$ cat config.mk
export PLATFORM = sky130hd
export DESIGN_NAME = ifetch_ctrl
export DESIGN_NICKNAME = d
export VERILOG_FILES = /design/src/rtl/ifetch_pkg.sv /design/src/rtl/ifetch_queue.sv /design/src/rtl/ifetch_ctrl.sv
export SDC_FILE = /design/constraint.sdc
export NUM_CORES = 1
export LEC_CHECK = 0
export BUFFER_PORTS_ARGS = -buffer_cell sky130_fd_sc_hd__buf_4
export CORE_MARGIN = 5
export CORE_UTILIZATION = 53
export DETAILED_ROUTE_END_ITERATION = 10
export PLACE_DENSITY = 0.87
export SLEW_MARGIN = 10
export SYNTH_ARGS = -nofsm -noshare
export SYNTH_HDL_FRONTEND = slang
export SYNTH_SLANG_ARGS = --single-unit
$ cat constraint.sdc
create_clock -name clk -period 3.9 [get_ports clk]
set_input_delay 0.585 -clock clk [delete_from_list [all_inputs] [get_ports clk]]
set_output_delay 0.585 -clock clk [all_outputs]
set_load 0.01 [all_outputs]
$ cat src/rtl/ifetch_pkg.sv
// ifetch_pkg: shared types and constants for the instruction-fetch controller.
//   fetch_state_e : request FSM (IDLE / REQ / WAIT / DRAIN)
//   fetch_entry_t : one buffered instruction {pc, inst}
//   RESET_PC      : fetch address after reset
package ifetch_pkg;

  typedef enum logic [1:0] {
    S_IDLE  = 2'd0,  // nothing outstanding
    S_REQ   = 2'd1,  // request held, waiting for grant
    S_WAIT  = 2'd2,  // one granted request, response will be kept
    S_DRAIN = 2'd3   // one granted request, response will be dropped
  } fetch_state_e;

  typedef struct packed {
    logic [31:0] pc;
    logic [31:0] inst;
  } fetch_entry_t;

  localparam logic [31:0] RESET_PC = 32'd0;

endpackage

$ cat src/rtl/ifetch_queue.sv
// ifetch_queue: DEPTH-entry FIFO of fetched {pc, inst} pairs toward decode.
//   clk, rst_n            : clock, async active-low reset
//   i_push/i_push_pc/inst : write one entry (caller guarantees space)
//   i_pop                 : consume head (caller guarantees non-empty)
//   i_flush               : drop all entries; wins over push
//   o_count               : registered occupancy
//   o_head_valid/pc/inst  : head entry, driven from flops only (no bypass)
module ifetch_queue
  import ifetch_pkg::*;
#(
  parameter int DEPTH = 2
) (
  input  logic                       clk,
  input  logic                       rst_n,
  input  logic                       i_push,
  input  logic [31:0]                i_push_pc,
  input  logic [31:0]                i_push_inst,
  input  logic                       i_pop,
  input  logic                       i_flush,
  output logic [$clog2(DEPTH):0]     o_count,
  output logic                       o_head_valid,
  output logic [31:0]                o_head_pc,
  output logic [31:0]                o_head_inst
);

  localparam int AW = $clog2(DEPTH);
  localparam int CW = AW + 1;

  fetch_entry_t   r_mem [DEPTH];
  logic [AW-1:0]  r_rptr, r_wptr;
  logic [CW-1:0]  r_count;

  // Power-of-two depth: pointers wrap by natural overflow.
  always_ff @(posedge clk or negedge rst_n) begin
    if (!rst_n) begin
      for (int i = 0; i < DEPTH; i++) r_mem[i] <= '0;
      r_rptr  <= '0;
      r_wptr  <= '0;
      r_count <= '0;
    end else if (i_flush) begin
      r_rptr  <= '0;
      r_wptr  <= '0;
      r_count <= '0;
    end else begin
      if (i_push) begin
        r_mem[r_wptr] <= '{pc: i_push_pc, inst: i_push_inst};
        r_wptr        <= r_wptr + AW'(1);
      end
      if (i_pop) r_rptr <= r_rptr + AW'(1);
      r_count <= r_count + CW'(i_push) - CW'(i_pop);
    end
  end

  assign o_count      = r_count;
  assign o_head_valid = (r_count != '0);
  assign o_head_pc    = r_mem[r_rptr].pc;
  assign o_head_inst  = r_mem[r_rptr].inst;

endmodule

$ cat src/rtl/ifetch_ctrl.sv
// ifetch_ctrl: instruction-fetch controller between PC register, IMEM and decode.
//   clk, rst_n                     : clock, async active-low reset
//   i_pc_if / o_pc_en              : fetch address in, PC advance/load enable out
//   i_redirect                     : taken branch/jump; flushes wrong-path work
//   o_imem_req/o_imem_addr/i_imem_gnt : request handshake (addr = i_pc_if)
//   i_imem_rvalid/i_imem_rdata     : in-order response, >=1 cycle after grant
//   o_inst_valid/o_inst/o_inst_pc/i_inst_ready : queue head toward decode
//   o_perf_fetched/o_perf_flushed  : counters, live only with IFETCH_PERF_EN
// Optional feature macro: IFETCH_PERF_EN (undefined: perf ports tied to 0).
module ifetch_ctrl
  import ifetch_pkg::*;
#(
  parameter int DEPTH = 2
) (
  input  logic        clk,
  input  logic        rst_n,
  input  logic [31:0] i_pc_if,
  output logic        o_pc_en,
  input  logic        i_redirect,
  output logic        o_imem_req,
  output logic [31:0] o_imem_addr,
  input  logic        i_imem_gnt,
  input  logic        i_imem_rvalid,
  input  logic [31:0] i_imem_rdata,
  output logic        o_inst_valid,
  output logic [31:0] o_inst,
  output logic [31:0] o_inst_pc,
  input  logic        i_inst_ready,
  output logic [31:0] o_perf_fetched,
  output logic [31:0] o_perf_flushed
);

  localparam int CW = $clog2(DEPTH) + 1;

  fetch_state_e  r_state, w_state_nxt;
  logic [31:0]   r_req_addr;
  logic [CW-1:0] w_occ;
  logic [CW:0]   w_need;
  logic          w_pop, w_credit, w_free;
  logic          w_req, w_gnt, w_push, w_drop;

  assign w_pop = o_inst_valid & i_inst_ready;

  // Entries the queue will hold if we issue now: an in-flight kept response
  // still needs a slot even if it is landing this very cycle.
  assign w_need   = {1'b0, w_occ} - (CW+1)'(w_pop) + (CW+1)'(r_state == S_WAIT);
  assign w_credit = (w_need < (CW+1)'(DEPTH));

  // Port is free when idle, or when the single outstanding response lands now.
  assign w_free = (r_state == S_IDLE) |
                  (((r_state == S_WAIT) | (r_state == S_DRAIN)) & i_imem_rvalid);

  always_ff @(posedge clk or negedge rst_n) begin
    if (!rst_n) begin
      r_state    <= S_IDLE;
      r_req_addr <= RESET_PC;
    end else begin
      r_state <= w_state_nxt;
      if (w_gnt) r_req_addr <= i_pc_if;
    end
  end

  always_comb begin
    w_state_nxt = r_state;
    w_req       = 1'b0;
    w_gnt       = 1'b0;
    w_push      = 1'b0;
    w_drop      = 1'b0;
    o_pc_en     = 1'b0;

    // rst_n gating keeps every output low while reset is held.
    if (rst_n && !i_redirect)
      w_req = (r_state == S_REQ) | (w_free & w_credit);
    w_gnt   = w_req & i_imem_gnt;
    o_pc_en = w_gnt | (rst_n & i_redirect);
    w_push  = (r_state == S_WAIT) & i_imem_rvalid & ~i_redirect;
    w_drop  = (r_state == S_DRAIN) & i_imem_rvalid;

    unique case (r_state)
      S_IDLE, S_REQ:
        w_state_nxt = w_gnt ? S_WAIT : (w_req ? S_REQ : S_IDLE);
      S_WAIT:
        if (i_imem_rvalid)   w_state_nxt = w_gnt ? S_WAIT : (w_req ? S_REQ : S_IDLE);
        else if (i_redirect) w_state_nxt = S_DRAIN;
      S_DRAIN:
        if (i_imem_rvalid)   w_state_nxt = w_gnt ? S_WAIT : (w_req ? S_REQ : S_IDLE);
      default: w_state_nxt = S_IDLE;
    endcase
  end

  assign o_imem_req  = w_req;
  assign o_imem_addr = i_pc_if;

  ifetch_queue #(.DEPTH(DEPTH)) u_queue (
    .clk          (clk),
    .rst_n        (rst_n),
    .i_push       (w_push),
    .i_push_pc    (r_req_addr),
    .i_push_inst  (i_imem_rdata),
    .i_pop        (w_pop),
    .i_flush      (i_redirect),
    .o_count      (w_occ),
    .o_head_valid (o_inst_valid),
    .o_head_pc    (o_inst_pc),
    .o_head_inst  (o_inst)
  );

`ifdef IFETCH_PERF_EN
  logic [31:0]   r_fetched, r_flushed;
  logic [CW-1:0] w_flush_cnt;

  // An entry popped in the redirect cycle was delivered, not flushed.
  assign w_flush_cnt = i_redirect ? (w_occ - CW'(w_pop)) : '0;

  always_ff @(posedge clk or negedge rst_n) begin
    if (!rst_n) begin
      r_fetched <= '0;
      r_flushed <= '0;
    end else begin
      r_fetched <= r_fetched + 32'(w_pop);
      r_flushed <= r_flushed + 32'(w_flush_cnt) + 32'(w_drop);
    end
  end

  assign o_perf_fetched = r_fetched;
  assign o_perf_flushed = r_flushed;
`else
  assign o_perf_fetched = '0;
  assign o_perf_flushed = '0;
`endif

endmodule

==> results of run 1 <==
## placed cells by master (no fill, tap or decap), types with 2 or more instances in the layout
| master | count |
|---|---|
| and2b_1 | 2 |
| buf_4 | 176 |
| clkbuf_1 | 3 |
| clkbuf_16 | 17 |
| clkbuf_8 | 3 |
| clkinv_2 | 6 |
| conb_1 | 64 |
| dfrtp_1 | 165 |
| ha_1 | 2 |
| inv_1 | 3 |
| mux2_1 | 9 |
| mux2_2 | 215 |
| nand2_1 | 3 |
| nor2_1 | 7 |
| nor2b_1 | 2 |
| o21ai_0 | 2 |
| xnor2_1 | 3 |
| xor2_1 | 2 |
## metrics by stage
step	power (mW)	hold WS, ns
floorplan	4.26	0.289
global placement	5.12	0.465
detailed placement	5.27	0.481
CTS	6.86	0.346
global route	7.18	0.146
finish	6.79	0.158
## cell families (layout without fill, tap and decap cells)
group	after synthesis	after routing
other	1	64
and+or+nand+nor	23	23
buffers and inverters	123	213
muxes	224	224
DFF	166	166
adders and majority gates	3	3
AOI/OAI and AO/OA	6	6
xor gates and xnor gates	5	5
## worst min-delay path by stage
stage                                        startpoint                            end  slack (ns)  cells past startpoint
final                                             rst_n      r_req_addr[7]$_DFFE_PN0P_        0.16                      2
after global routing                              rst_n      r_req_addr[1]$_DFFE_PN0P_        0.15                      2
after CTS                                    i_imem_gnt         r_state[0]$_DFFE_PN0P_        0.35                      2
after detailed placement  u_queue.r_mem[84]$_DFFE_PN0P_  u_queue.r_mem[84]$_DFFE_PN0P_        0.48                      1
after global placement    u_queue.r_mem[84]$_DFFE_PN0P_  u_queue.r_mem[84]$_DFFE_PN0P_        0.46                      1
after floorplan                                   rst_n      r_req_addr[0]$_DFFE_PN0P_        0.29                      0
## power breakdown
group	switching, mW	internal [mW]	leakage [nW]
combinational	0.951	1.47	2.25
sequential	0.414	2.39	2.13
clock	0.639	0.922	0.276
total	2.00	4.78	4.65
## synthesized netlist by cell type, drive strengths merged
library cell,instances,area (sq um)
mux2,224,2520
dfrtp,166,4150
buf,117,882
nor2,8,37.5
clkbuf,3,11.3
inv,3,11.3
nand2,3,11.3
xnor2,3,26.3
a21oi,2,13.8
and2b,2,15.0
ha,2,25.0
nor2b,2,12.5
o21ai,2,10.0
xor2,2,17.5
and2,1,6.26
conb,1,3.75
fa,1,20.0
nand2b,1,6.26
nand3b,1,7.51
nand4b,1,8.76
nor4,1,21.3
o21a,1,7.51
o22ai,1,6.26
or2,1,6.26
or2b,1,11.3
or3,1,6.26
## sequential cells by signal (all words and copies together) (netlist names)
signal / count
r_state: 2
u_queue.o_count: 2
u_queue.r_rptr: 1
u_queue.r_wptr: 1
r_req_addr: 32
u_queue.r_mem: 128
## routing by layer
layer	share of wire	vias to the layer above	wire, microns	GRT usage
met1	0.40	2309	6270	0.216
met4	0.015	0	229	0.0577
met2	0.51	169	7880	0.303
li1	-	2032	-	-
met3	0.075	23	1170	0.0698
met5	0	-	0	0
## final cells by class
class                   instances  area [sq um]
inverters                       3          11.3
well taps                     184           230
clock buffers                  23           478
flip-flops and latches        166          4160
multi-input cells             325          3040
fillers                      1047          5180
clock inverters                 9          76.3
repair buffers                178          1360
## critical path, delay by kind of cell, from the launching register on
family | cells | cell delay [ns]
AO/OA/AOI/OAI | 1 | 0.15
flip-flops | 1 | 0.47
XOR/XNOR | 1 | 0.22
AND/OR/NAND/NOR | 4 | 0.80
buffers and inverters | 2 | 0.18
adder cells (fa/ha/maj) | 1 | 0.40
==> flow_summary.toml, run 1 <==
[status]
status = "complete, no violations"

[timing]
min_period_ns = 3.23
tightest_slew_ns = 0.998
skew_ns = 0.00512
report.final.slew_viol_count = 0
setup_tns_ns = 0
hold_violations = 0
relSlewSlack = 0.335
rsz0062_at_grt = "no"
fmax_mhz = 310
setup_ws_ns = 0.669
setup_viol = 0
timing.final.crit_share = 0.828

[grt]
grt_usage = 0.181
grt_start_max_net_pins = 87
grt_pass1_vias = 5003
grt_first_pass_wirelength_microns = 25400
grt_antenna_before_repair = 0
grt.overflow.total = 0

[critical_path]
crit_path_end_kind = "output port"
cpMostUsedCell = "nor2_1"
reg2reg_depth = 9
path_cells = "nand2_1 > nor2_1 > o21ai_0 > fa_1 > xnor2_1 > nor2_1 > or3_1 > inv_1 > buf_4"
slowest_stage = "dfrtp_1"
reg2reg_to = "r_req_addr[29]$_DFFE_PN0P_"
crit_path_end = "o_imem_req"
worst_ep_arrival_time_ns = 2.65
cp-startpoint = "u_queue.o_count[1]$_DFF_PN0_"
worst-path-max-fanout = 5
worstSetupStartpointType = "flop"
crit_required_ns = 3.31
rrSetupSlack_ns = 1.16
cp_slowest_stage_delay_ns = 0.47
reg2reg_from = "u_queue.o_count[1]$_DFF_PN0_"
path_class = "reg -> out"

[cells_and_area]
fin_nets = 764
post-route-util = 0.643
syn2layout_area_growth_pct = 18.9
diodes = 0
fin_area_sq_um = 9350
drive_above_1_share = 0.608
layout.cells.non_filler = 888

[logic_synthesis]
seq_area_frac_synth = 0.528
synth.avg_cell_area_sq_um = 14.3
synthSimpleGateAreaFrac = 0.0191
yosysWarnings = 0
ys_seq_elements = 166
yosys.area_share.xor_xnor = 0.00557
synthCells = 551
synth_compound_area_frac = 0.00477
synth_mux_area_frac = 0.321
synthAdderAreaFrac = 0.00573
synth_top_family_by_area = "multiplexers"
ys_types = 31
syn-cell-area_sq_um = 7860

[placement]
numPortBuffers = 168
placed_area_sq_um = 8770
dp_slack_ns = 0.953
dp_hpwl_microns = 10700
dpl.cell_count = 855
finalWeightedCongestion = 0.767

[floorplan]
start_util = 0.541
rows = 44
die-area_sq_um = 17400
ioPinCount = 233
core_sq_um = 14500
fp.dieW_microns = 132
die_h_microns = 132

[routing]
avgRoutedWirePerCell_microns = 17.5
firstDrtPassIters = 4
vias = 4533
drtAntennaViolNets = 0
drc = 0
drtIter0Drc = 218
drt_wl_total_microns = 15500
vias_per_cell = 5.10

[clocking]
cts.sinks = 166
tritoncts = "built"
holdBufCountCts = 0
clockRootBuffer = "clkbuf_16"
post_cts_resized = 0
htreeDepth = 4
cts_setup_buffers = 0
path_clk_slew_ns = 0.06
clkLatencyLatePin_ns = 0.42
cts_buffers = 17
ctsLongestPathBuffers = 2

[power_and_ir_drop]
vdd_ir_drop_max_v = 0.000434
powerDensity_nw_per_um2 = 726
p_leak_nw = 4.65

[hold_path]
hold_class = "in -> async"

[run]
drv_cap = 0
Power figures use the tool's default switching activity.
==> inputs of run 2 (changes only) <==
Settings changed: CORE_UTILIZATION 53 to 52, PLACE_DENSITY 0.87 to 0.85.
Clock period 3.9 ns to 3 ns, I/O delays scaled along.
==> run 2 against run 1 <==
Compared with the run above: worst hold slack improved by 0.087 ns; non-clock buffer count increased by 2; cell count up 0.68%; wire length is 3.7% lower; worst setup slack got worse by 0.54 ns; combinational power grew 32%; clock power up 44%; utilization fell by 1.6 points; design area grew 0.91%; clock skew barely moved; clock-buffer cell count fell by 4; register-to-register slack lost 0.65 ns; critical endpoint unchanged; highest routed layer unchanged.
==> flow_summary.toml, run 2 (same netlist as run 1, synthesis figures left out) <==
[timing]
hold_violations = 0
setup_ws_ns = 0.129
setup_tns_ns = 0
setup_viol = 0
report.final.slew_viol_count = 0
fmax_mhz = 348
rsz0062_at_grt = "no"
timing.final.crit_share = 0.957
min_period_ns = 2.87
skew_ns = 0.00521
tightest_slew_ns = 0.993
relSlewSlack = 0.338

[critical_path]
reg2reg_depth = 7
critPathTopFamily = "simple AND/OR/NAND/NOR gates"
worst-path-max-fanout = 4
worst_ep_arrival_time_ns = 2.42
worstSetupStartpointType = "flop"
slowest_stage = "fa_2"
crit_required_ns = 2.55
reg2reg_to = "r_req_addr[24]$_DFFE_PN0P_"
rrSetupSlack_ns = 0.51
reg2reg_from = "r_state[0]$_DFFE_PN0P_"
cp_slowest_stage_delay_ns = 0.57
path_class = "reg -> out"
crit_buf_inv = 2
crit_path_end_kind = "output port"
path_cells = "and2b_1 > o21ai_0 > fa_2 > a21oi_2 > or3_1 > inv_1 > buf_4"

[routing]
drtIter0Drc = 122
vias = 4492
firstDrtPassIters = 5
vias_per_cell = 5.02
avgRoutedWirePerCell_microns = 16.7
drt_wl_total_microns = 15000
drc = 0
drtAntennaViolNets = 0

[placement]
dpl.cell_count = 860
numPortBuffers = 168
finalWeightedCongestion = 0.750
dp_hpwl_microns = 10600
dp_slack_ns = 0.243

[cells_and_area]
layout.cells.non_filler = 894
largest_register_ffs = 128
syn2layout_area_growth_pct = 20.0
top_register = "u_queue.r_mem"
diodes = 0
layout_common_cells = "215 x mux2_2, 178 x buf_4, 164 x dfrtp_1"
post-route-util = 0.628
fillCellCount = 1128
final_common_cell = "mux2_2"
fin_nets = 766
drive_above_1_share = 0.618
top_regs = "u_queue.r_mem: 128 flops, r_req_addr: 32 flops"

[floorplan]
die-area_sq_um = 17700
start_util = 0.523
core_sq_um = 15000
die_h_microns = 133
fp.dieW_microns = 133
rows = 45
ioPinCount = 233

[power_and_ir_drop]
vdd_ir_drop_max_v = 0.000472
p_leak_nw = 4.67
p_total_mw = 9.04
powerDensity_nw_per_um2 = 958

[grt]
grt_pass1_vias = 4965
grt_antenna_before_repair = 0
grt_start_max_net_pins = 80
grt.overflow.total = 0
grt_first_pass_wirelength_microns = 24600
grt_usage = 0.174

[clocking]
cts.sinks = 166
htreeDepth = 4
clockRootBuffer = "clkbuf_16"
tritoncts = "built"
ctsLongestPathBuffers = 2
path_clk_slew_ns = 0.06
clkLatencyLatePin_ns = 0.42
cts_buffers = 17

[hold_path]
hold_class = "in -> reg"
min_to = "r_state[0]$_DFFE_PN0P_"
hold_path_depth = 2
hold_path_startpoint = "i_imem_gnt"

[run]
drv_cap = 0

[status]
status = "complete, no violations"
-- run 2: area by class of cell --
cell class / instances / area (sq um) / share of cell area
clock inverters: 13 / 170 / 0.0180
repair buffers: 180 / 1360 / 0.144
inverters: 3 / 11.3 / 0.00119
flip-flops and latches: 166 / 4160 / 0.441
well taps: 188 / 235 / 0.0249
multi-input cells: 325 / 3050 / 0.323
clock buffers: 19 / 453 / 0.0480
-- run 2: power breakdown --
group | internal (mW) | switching, mW
Sequential | 3.11 | 0.484
Combinational | 1.91 | 1.28
Clock | 1.36 | 0.886
Total | 6.39 | 2.65
-- run 2: how the worst max path moves through the flow --
stage,depth (start not counted),to,startpoint
floorplan,9,r_req_addr[11]$_DFFE_PN0P_,i_inst_ready
global placement,10,r_req_addr[25]$_DFFE_PN0P_,i_inst_ready
detailed placement,10,r_req_addr[26]$_DFFE_PN0P_,i_inst_ready
CTS,9,o_imem_req,u_queue.o_count[1]$_DFF_PN0_
global route,7,o_imem_req,r_state[0]$_DFFE_PN0P_
finish,7,o_imem_req,r_state[0]$_DFFE_PN0P_
-- run 2: worst reg2reg max path: cells and delay by family, from the launching register on --
family,cells,cell delay [ns]
muxes,1,0.38
DFF,1,0.38
buffers and inverters,1,0.32
AOI/OAI and AO/OA,2,0.21
and+or+nand+nor,2,0.51
adders and majority gates,1,0.57
-- run 2: repair_timing --
item | in CTS | in global routing
endpoints found under the hold margin | 21 | 0
hold buffers | 1 | 0
endpoints found under the setup margin | 1 | 1
setup buffers | 0 | 1
resized for setup | 3 | 1
pin swaps | 0 | 0
-- run 2: per-stage QoR --
| step | hold WS (ns) | area (sq um) |
|---|---|---|
| finish | 0.245 | 9440 |
| floorplan | 0.154 | 8100 |
| detailed placement | 0.313 | 8780 |
| CTS | 0.217 | 9430 |
| global placement | 0.308 | 8780 |
| global route | 0.218 | 9440 |
-- run 2: metal layers --
layer | track usage | share of wire | wire, microns
met5 | 0 | 0 | 0
met4 | 0.0525 | 0.010 | 151
met3 | 0.0578 | 0.074 | 1110
met2 | 0.293 | 0.51 | 7590
met1 | 0.213 | 0.41 | 6120
